$ cat src/rtl/aes_sbox_arbiter.sv
// rtl/aes_sbox_arbiter.sv - round-robin owner arbiter sharing one 32-bit AES S-box
//
// Ports:
//   clk, reset_n  clock, asynchronous active-low reset
//   req, lock     per-requester word-valid and hold-ownership hint
//   req_word      requester i word at [32*i+31:32*i]
//   gnt           registered one-hot ownership
//   rsp_valid     one-hot pulse tagging each returned word to its issuer
//   rsp_word      substituted word, held between pulses
//   sboxw         word driven to the S-box (zero when no owner)
//   new_sboxw     S-box result, SBOX_LAT cycles behind sboxw
//   busy          ownership held or responses still in flight
module aes_sbox_arbiter #(
    parameter int NUM_REQ   = 2,
    parameter int SBOX_LAT  = 0,
    parameter int MAX_BURST = 4
) (
    input  logic                   clk,
    input  logic                   reset_n,
    input  logic [NUM_REQ-1:0]     req,
    input  logic [NUM_REQ-1:0]     lock,
    input  logic [32*NUM_REQ-1:0]  req_word,
    output logic [NUM_REQ-1:0]     gnt,
    output logic [NUM_REQ-1:0]     rsp_valid,
    output logic [31:0]            rsp_word,
    output logic [31:0]            sboxw,
    input  logic [31:0]            new_sboxw,
    output logic                   busy
);

    localparam int IDX_W = (NUM_REQ > 1) ? $clog2(NUM_REQ) : 1;
    localparam int CNT_W = $clog2(MAX_BURST + 1);

    typedef enum logic {IDLE, OWN} state_t;

    state_t             state;
    logic [IDX_W-1:0]   owner;
    logic [IDX_W-1:0]   rr_ptr;
    logic [CNT_W-1:0]   burst_cnt;

    logic               owner_valid;
    logic               accept;
    logic               last_beat;
    logic               release_now;
    logic [IDX_W-1:0]   pick;
    logic               tail_valid;
    logic [IDX_W-1:0]   tail_idx;
    logic               pipe_any;

    // Rotate the request vector so rr_ptr sits at bit 0, take the first set
    // bit as an offset, then map the offset back to an absolute index.
    logic [2*NUM_REQ-1:0] req_rot;
    logic [IDX_W-1:0]     pick_off;
    logic [IDX_W:0]       pick_sum;

    always_comb begin
        req_rot  = {req, req} >> rr_ptr;
        pick_off = '0;
        for (int k = NUM_REQ - 1; k >= 0; k--) begin
            if (req_rot[k]) begin
                pick_off = IDX_W'(k);
            end
        end
        pick_sum = {1'b0, rr_ptr} + {1'b0, pick_off};
        if (pick_sum >= (IDX_W+1)'(NUM_REQ)) begin
            pick_sum = pick_sum - (IDX_W+1)'(NUM_REQ);
        end
        pick = pick_sum[IDX_W-1:0];
    end

    assign owner_valid = (state == OWN);
    assign accept      = owner_valid & req[owner];
    assign last_beat   = (burst_cnt == CNT_W'(MAX_BURST - 1));
    // Forced release on the last allowed beat overrides the lock hint.
    assign release_now = owner_valid &
                         ((accept & (~lock[owner] | last_beat)) |
                          (~req[owner] & ~lock[owner]));

    assign sboxw = owner_valid ? req_word[32*owner +: 32] : 32'h0;

    always_ff @(posedge clk or negedge reset_n) begin
        if (!reset_n) begin
            state     <= IDLE;
            gnt       <= '0;
            owner     <= '0;
            rr_ptr    <= '0;
            burst_cnt <= '0;
        end else begin
            case (state)
                IDLE: begin
                    if (|req) begin
                        owner <= pick;
                        gnt   <= NUM_REQ'(1) << pick;
                        state <= OWN;
                    end
                end
                OWN: begin
                    if (release_now) begin
                        state     <= IDLE;
                        gnt       <= '0;
                        burst_cnt <= '0;
                        rr_ptr    <= (owner == IDX_W'(NUM_REQ - 1)) ? '0 : owner + IDX_W'(1);
                    end else if (accept) begin
                        burst_cnt <= burst_cnt + CNT_W'(1);
                    end
                end
                default: state <= IDLE;
            endcase
        end
    end

    // Tag pipeline tracks the S-box latency so each result meets its issuer.
    generate
        if (SBOX_LAT == 0) begin : g_nolat
            assign tail_valid = accept;
            assign tail_idx   = owner;
            assign pipe_any   = 1'b0;
        end else begin : g_lat
            logic [SBOX_LAT-1:0] pipe_valid;
            logic [IDX_W-1:0]    pipe_idx [SBOX_LAT];

            always_ff @(posedge clk or negedge reset_n) begin
                if (!reset_n) begin
                    pipe_valid <= '0;
                    for (int k = 0; k < SBOX_LAT; k++) begin
                        pipe_idx[k] <= '0;
                    end
                end else begin
                    pipe_valid[0] <= accept;
                    pipe_idx[0]   <= owner;
                    for (int k = 1; k < SBOX_LAT; k++) begin
                        pipe_valid[k] <= pipe_valid[k-1];
                        pipe_idx[k]   <= pipe_idx[k-1];
                    end
                end
            end

            assign tail_valid = pipe_valid[SBOX_LAT-1];
            assign tail_idx   = pipe_idx[SBOX_LAT-1];
            assign pipe_any   = |pipe_valid;
        end
    endgenerate

    always_ff @(posedge clk or negedge reset_n) begin
        if (!reset_n) begin
            rsp_valid <= '0;
            rsp_word  <= 32'h0;
        end else begin
            rsp_valid <= tail_valid ? (NUM_REQ'(1) << tail_idx) : '0;
            if (tail_valid) begin
                rsp_word <= new_sboxw;
            end
        end
    end

    assign busy = owner_valid | pipe_any | (|rsp_valid);

endmodule

$ cat config.mk
export PLATFORM = sky130hd
export DESIGN_NAME = aes_sbox_arbiter
export DESIGN_NICKNAME = d
export VERILOG_FILES = /design/src/rtl/aes_sbox_arbiter.sv
export SDC_FILE = /design/constraint.sdc
export NUM_CORES = 1
export LEC_CHECK = 0
export BUFFER_PORTS_ARGS = -buffer_cell sky130_fd_sc_hd__buf_2
export CORE_MARGIN = 4
export CORE_UTILIZATION = 45
export CTS_BUF_LIST = sky130_fd_sc_hd__clkbuf_8
export CTS_CLUSTER_SIZE = 25
export DETAILED_ROUTE_END_ITERATION = 8
export HOLD_SLACK_MARGIN = 0.1
export MAX_ROUTING_LAYER = met4
export PLACE_DENSITY = 0.95
export SYNTH_ARGS = -nofsm -noshare
export SYNTH_HDL_FRONTEND = slang
export SYNTH_SLANG_ARGS = --single-unit
$ cat constraint.sdc
create_clock -name clk -period 3.3 [get_ports clk]
set_input_delay 0.66 -clock clk [delete_from_list [all_inputs] [get_ports clk]]
set_output_delay 0.66 -clock clk [all_outputs]
set_load 0.02 [all_outputs]
==> results of run 1 <==
-- registers in the layout (all words and copies together), names as in the netlist --
register,count
rsp_word,32
rsp_valid,2
gnt,2
owner,1
rr_ptr,1
owner_valid,1
burst_cnt,3
-- path summary, 6_finish.rpt --
path,start,end,slack [ns]
hold reg to reg,rsp_word[16],rsp_word[16],0.51
hold / removal,reset_n,rsp_word[7],0.48
max in group asynchronous,reset_n,owner,2.18
min in group clk,rsp_word[16],rsp_word[16],0.51
setup reg to reg,owner,rr_ptr,1.39
setup / recovery,owner,sboxw[28],0.95
-- layer usage --
layer	vias to the layer above	GRT usage, %	share of wire, %	routed length (µm)
li1	975	-	-	-
met1	942	26.1	39	2590
met2	79	36.8	53	3510
met3	6	5.64	6.7	438
met4	0	3.44	0.53	35
met5	-	-	0	0
-- layout by cell type (no fill, tap or decap), types with 2 or more instances in the layout --
cell          n
a31o_2        2
inv_1         3
clkbuf_8      5
a21oi_1       3
mux2_4       31
dfrtp_1      41
ha_1          2
mux2_2        2
o21ai_0       4
buf_2       170
nor2_1       32
buf_4         3
or4_1         2
clkinvlp_4    2
mux2i_1      35
-- cell type report --
type / instances / area [µm²]
Tap cell: 67 / 83.8
Clock inverter: 3 / 23.8
Timing Repair Buffer: 173 / 873
Fill cell: 399 / 1560
Sequential cell: 42 / 1050
Clock buffer: 5 / 68.8
Inverter: 4 / 15.0
Multi-Input combinational cell: 125 / 1140
-- where the power goes --
group          leakage (nW)  total [mW]  switching [mW]  internal, mW
clock                0.0408       0.336           0.185         0.151
combinational          1.32        2.05            1.15         0.896
sequential            0.500       0.923           0.157         0.766
-- logic make-up (layout without fill, tap and decap cells) --
kind of cell	after synthesis	count (layout)
DFF	42	42
adders and majority gates	2	2
muxes	68	68
buffers and inverters	16	185
and+or+nand+nor	41	41
AOI/OAI and AO/OA	14	14
-- synth_stat cells, types with 2 or more instances --
cell | number | area share (%)
dfrtp_1 | 42 | 46
mux2i_1 | 35 | 15
nor2_1 | 32 | 5.2
mux2_4 | 31 | 20
buf_4 | 4 | 1.3
o21ai_0 | 4 | 0.87
a21oi_1 | 3 | 0.65
buf_1 | 3 | 0.49
buf_6 | 3 | 1.5
inv_1 | 3 | 0.49
a31o_2 | 2 | 0.76
buf_2 | 2 | 0.44
ha_1 | 2 | 1.1
mux2_2 | 2 | 0.98
or4_1 | 2 | 0.65
-- critical path, delay by kind of cell, from the launching register on --
kind                   cells  cell delay, ns
muxes                      1            0.28
DFF                        1            0.37
buffers and inverters      2            0.68
and+or+nand+nor            1            0.07
==> results_dict.tcl, run 1 <==
set metrics [dict create \
    finalPower_mw 3.30 \
    cts_root_buffer "clkbuf_8" \
    start_util_pct 47.6 \
    peakVddDrop_uv 793 \
    pre_cts_ws_ns 1.08 \
    syn_avg_cell_area_um2 12.5 \
    ys_ff_latch 42 \
    ff2ff_path_depth 4 \
    synth_async_sr_flop_share_pct 100 \
    hpwl_mm 5.25 \
    status "complete, no violations" \
    numCtsBuffers 5 \
    synth_compound_area_share_pct 4.42 \
    cp_slowest_cell "buf_4" \
    crit_path_max_incr_delay_ns 0.49 \
    wl_per_cell_um 15.7 \
    synth_edf_count 0 \
    die_h_um 79.4 \
    min_period_ns 2.35 \
    grt_max_degree 43 \
    drive_gt1_share_pct 62.5 \
    finalSetupTns_ns 0 \
    tritoncts "built" \
    synth_top_family_by_area "multiplexers" \
    grt_util_all_layers_pct 21.5 \
    place_area_mm2 0.00317 \
    start_kind "register" \
    synthDistinctLibCells 28 \
    crit_type "register to output pin" \
    crit_chain "buf_4 > mux2i_1 > nor2_1 > buf_2" \
    cts_hold_buf 0 \
    p_per_area_mw_per_mm2 1010 \
    worst_slack_ns 0.945 \
    final-instance-count-excl-fill 419 \
    syn_area_mm2 0.00229 \
    final_area_mm2 0.00326 \
    die-width_um 79.4 \
    vias 2002 \
    ios 171 \
    synthMuxAreaShare_pct 36.6 \
    wl_mm 6.58 \
    relSlewSlack_pct 39.4 \
    firstDrtPassIters 4 \
    synth_fp_nets 287 \
    drv_slew 0 \
    holdWs_ns 0.484 \
    antenna_found_initial 0 \
    dieArea_mm2 0.00630 \
    setup_violations 0 \
    fmax_mhz 425 \
    path_max_fanout 38 \
    dominantRegCellSynth "dfrtp_1" \
    port-buffer-count 170 \
    worstSkewPairLatency_ns 0.30 \
    grt-ovfl-total 0 \
    grt_pass1_vias 2082 \
    cp_data_required_time_ns 2.64 \
    dp.cells 411 \
    synthSimpleGateAreaFrac_pct 7.75 \
    yosysWarningCount 0 \
    cts_resized 0 \
    syn2layout_area_growth_pct 42.1 \
    clock_sinks 42 \
    skew_ns 0.0122 \
    fin_crit_sh_pct 71.4 \
    post-route-util_pct 67.7 \
    drv_cap 0 \
    antenna_cells 0 \
    drt_iter0_markers 44 \
    rows 25 \
    clk_pin_slew_ns 0.09 \
    clk_path_buf_depth 2 \
    synth_fa_ha_area_share_pct 1.09 \
    ant_nets 0 \
    synth_xor_area_share_pct 0 \
    gp_congestion 0.813 \
    netlist_instances 183 \
    p_leak_nw 1.86 \
    worstPathArrival_ns 1.69 \
    hold_class "input pin to asynchronous set/reset pin" \
    nNetsFinal 455 \
    vias_per_cell 4.78 \
    final_hold_viol_count 0 \
    worstSetupEndpointType "output pin" \
    tightest_slew_ns 0.909 \
    drcViolationCount 0 \
    fp.coreArea_mm2 0.00482 \
    grt_pass1_wl_mm 10.4 \
    post-cts-setup-buffers 0 \
    ctsHtreeMaxLevel 2 \
    yosysSeqAreaShare_pct 45.8 \
    grt_setup_unrepaired "no" \
]
Power figures use the tool's default switching activity.
==> run 2: changes to the inputs <==
CORE_UTILIZATION = 38   (was 45)
PLACE_DENSITY = 0.87   (was 0.95)
clock period = 1.95 ns   (was 3.3 ns; I/O delays follow)
==> run 2 against run 1 <==
- critical path depth fell by 1
- via count decreased by 1.9%
- non-clock buffer count increased by 5
- clock skew barely moved
- critical endpoint is now busy
==> results_dict.tcl, run 2 (same netlist as run 1, synthesis figures left out) <==
set metrics [dict create \
    crit_type "register to output pin" \
    power_frac_comb_pct 62.6 \
    fillerInstances 524 \
    grt-ovfl-total 0 \
    cp_data_required_time_ns 1.56 \
    drcViolationCount 0 \
    finalSetupTns_ns 0 \
    cp-startpoint "owner_valid" \
    post-route-util_pct 56.7 \
    ios 171 \
    start_util_pct 39.0 \
    antenna_cells 0 \
    firstDrtPassIters 4 \
    mostFrequentLayoutCells "170 x buf_2, 41 x dfrtp_1, 35 x mux2i_1, 32 x nor2_1, 31 x mux2_4" \
    worstPathArrival_ns 1.46 \
    p_leak_nw 1.90 \
    crit_path_max_incr_delay_ns 0.44 \
    fin_crit_sh_pct 94.8 \
    tritoncts "built" \
    peakVddDrop_uv 895 \
    path_buf_inv 2 \
    cts_root_buffer "clkbuf_8" \
    crit_chain "buf_4 > or3_1 > buf_2" \
    top_regs "rsp_word (32), burst_cnt (3)" \
    min_period_ns 1.85 \
    nNetsFinal 460 \
    wl_mm 6.20 \
    gp_congestion 0.830 \
    hpwl_mm 5.05 \
    antenna_found_initial 0 \
    port-buffer-count 170 \
    syn2layout_area_growth_pct 45.6 \
    pre_cts_ws_ns 0.263 \
    largest_register "rsp_word" \
    dp.cells 423 \
    r2r_end "rsp_word[16]" \
    rrSetupSlack_ns 0.34 \
    drv_slew 0 \
    power_switching_mw 2.51 \
    critPathCapture "busy" \
    drive_gt1_share_pct 62.7 \
    worst_slack_ns 0.102 \
    ctsHtreeMaxLevel 2 \
    grt_setup_unrepaired "no" \
    hold_class "input pin to register" \
    clk_pin_slew_ns 0.09 \
    path_max_fanout 8 \
    wl_per_cell_um 14.3 \
    vias_per_cell 4.55 \
    worstSetupEndpointType "output pin" \
    final-instance-count-excl-fill 432 \
    status "complete, no violations" \
    skew_ns 0.0125 \
    dieArea_mm2 0.00734 \
    numCtsBuffers 5 \
    clock_sinks 42 \
    seqPwrFrac_pct 27.4 \
    cp_slowest_cell "dfrtp_1" \
    fp.coreArea_mm2 0.00589 \
    path_depth 3 \
    final_common_cell "buf_2" \
    clock_power_share_pct 10.0 \
    r2r-start "owner" \
    p_per_area_mw_per_mm2 1700 \
    setup_violations 0 \
    grt_max_degree 41 \
    die_h_um 85.7 \
    final_hold_viol_count 0 \
    multi_input_area_mm2 0.00114 \
    tightest_slew_ns 0.431 \
    fmax_mhz 541 \
    cp_top_family "flip-flops" \
    die-width_um 85.7 \
    start_kind "register" \
    largest_reg_flops 32 \
    regArea_mm2 0.00105 \
    post-cts-setup-buffers 0 \
    vias 1964 \
    grt_pass1_wl_mm 9.70 \
    rows 28 \
    grt_pass1_vias 1996 \
    ant_nets 0 \
    relSlewSlack_pct 70.5 \
    worstSkewPairLatency_ns 0.30 \
    clk_path_buf_depth 2 \
    p_int_mw 3.15 \
    ff2ff_path_depth 4 \
    drv_cap 0 \
    grt_util_all_layers_pct 17.0 \
    drt_iter0_markers 70 \
    switching_share_pct 44.4 \
]
run 2: what timing repair did:
action | in CTS | in global routing
endpoints found under the hold margin | 18 | 0
setup endpoints to repair | 0 | 32
gates resized for setup | 0 | 2
hold buffers | 1 | 0
run 2: layer usage:
layer / vias to the layer above / GRT usage (%) / share of wire, %
met1: 917 / 20.9 / 41
met5: - / - / 0
li1: 982 / - / -
met3: 4 / 3.75 / 5.5
met4: 0 / 3.31 / 0.73
met2: 61 / 28.8 / 53
run 2: metrics by stage:
stage	power (mW)	hold WS (ns)	area (µm²)
floorplan	4.08	0.0944	2290
global placement	5.03	0.343	3230
detailed placement	5.13	0.352	3230
CTS	5.72	0.308	3340
global route	6.01	0.302	3340
finish	5.66	0.315	3340
run 2: cell type report:
cell class / instances / area share (%)
clock buffer: 5 / 2.06
clock inverter: 3 / 0.750
inverter: 4 / 0.525
multi-input combinational: 125 / 34.2
sequential: 42 / 31.5
tap: 75 / 2.81
timing repair buffer: 178 / 28.1
run 2: worst min path at each step:
| stage | slack (ns) | endpoint | cells past startpoint | start |
|---|---|---|---|---|
| after CTS | 0.31 | rsp_word[24] | 2 | new_sboxw[24] |
| after floorplan | 0.09 | burst_cnt[0] | 0 | reset_n |
| after detailed placement | 0.35 | rsp_word[26] | 1 | reset_n |
| after global routing | 0.30 | rsp_word[25] | 2 | new_sboxw[25] |
| final | 0.31 | rsp_word[24] | 2 | new_sboxw[24] |
| after global placement | 0.34 | rsp_word[26] | 1 | reset_n |
run 2: worst reg2reg max path, stage by stage, from the launching register on:
cell	delay [ns]
dfrtp_2	0.44
mux2_4	0.32
nand2_2	0.15
buf_12	0.23
mux2_2	0.37
run 2: power groups by stage:
stage / combinational [mW] / clock, mW / sequential [mW]
6_report: 3.54 / 0.566 / 1.55
5_1_grt: 3.78 / 0.631 / 1.61
4_1_cts: 3.58 / 0.589 / 1.55
3_5_place_dp: 3.57 / 0 / 1.56
3_3_place_gp: 3.48 / 0 / 1.55
2_1_floorplan: 2.09 / 0 / 1.98
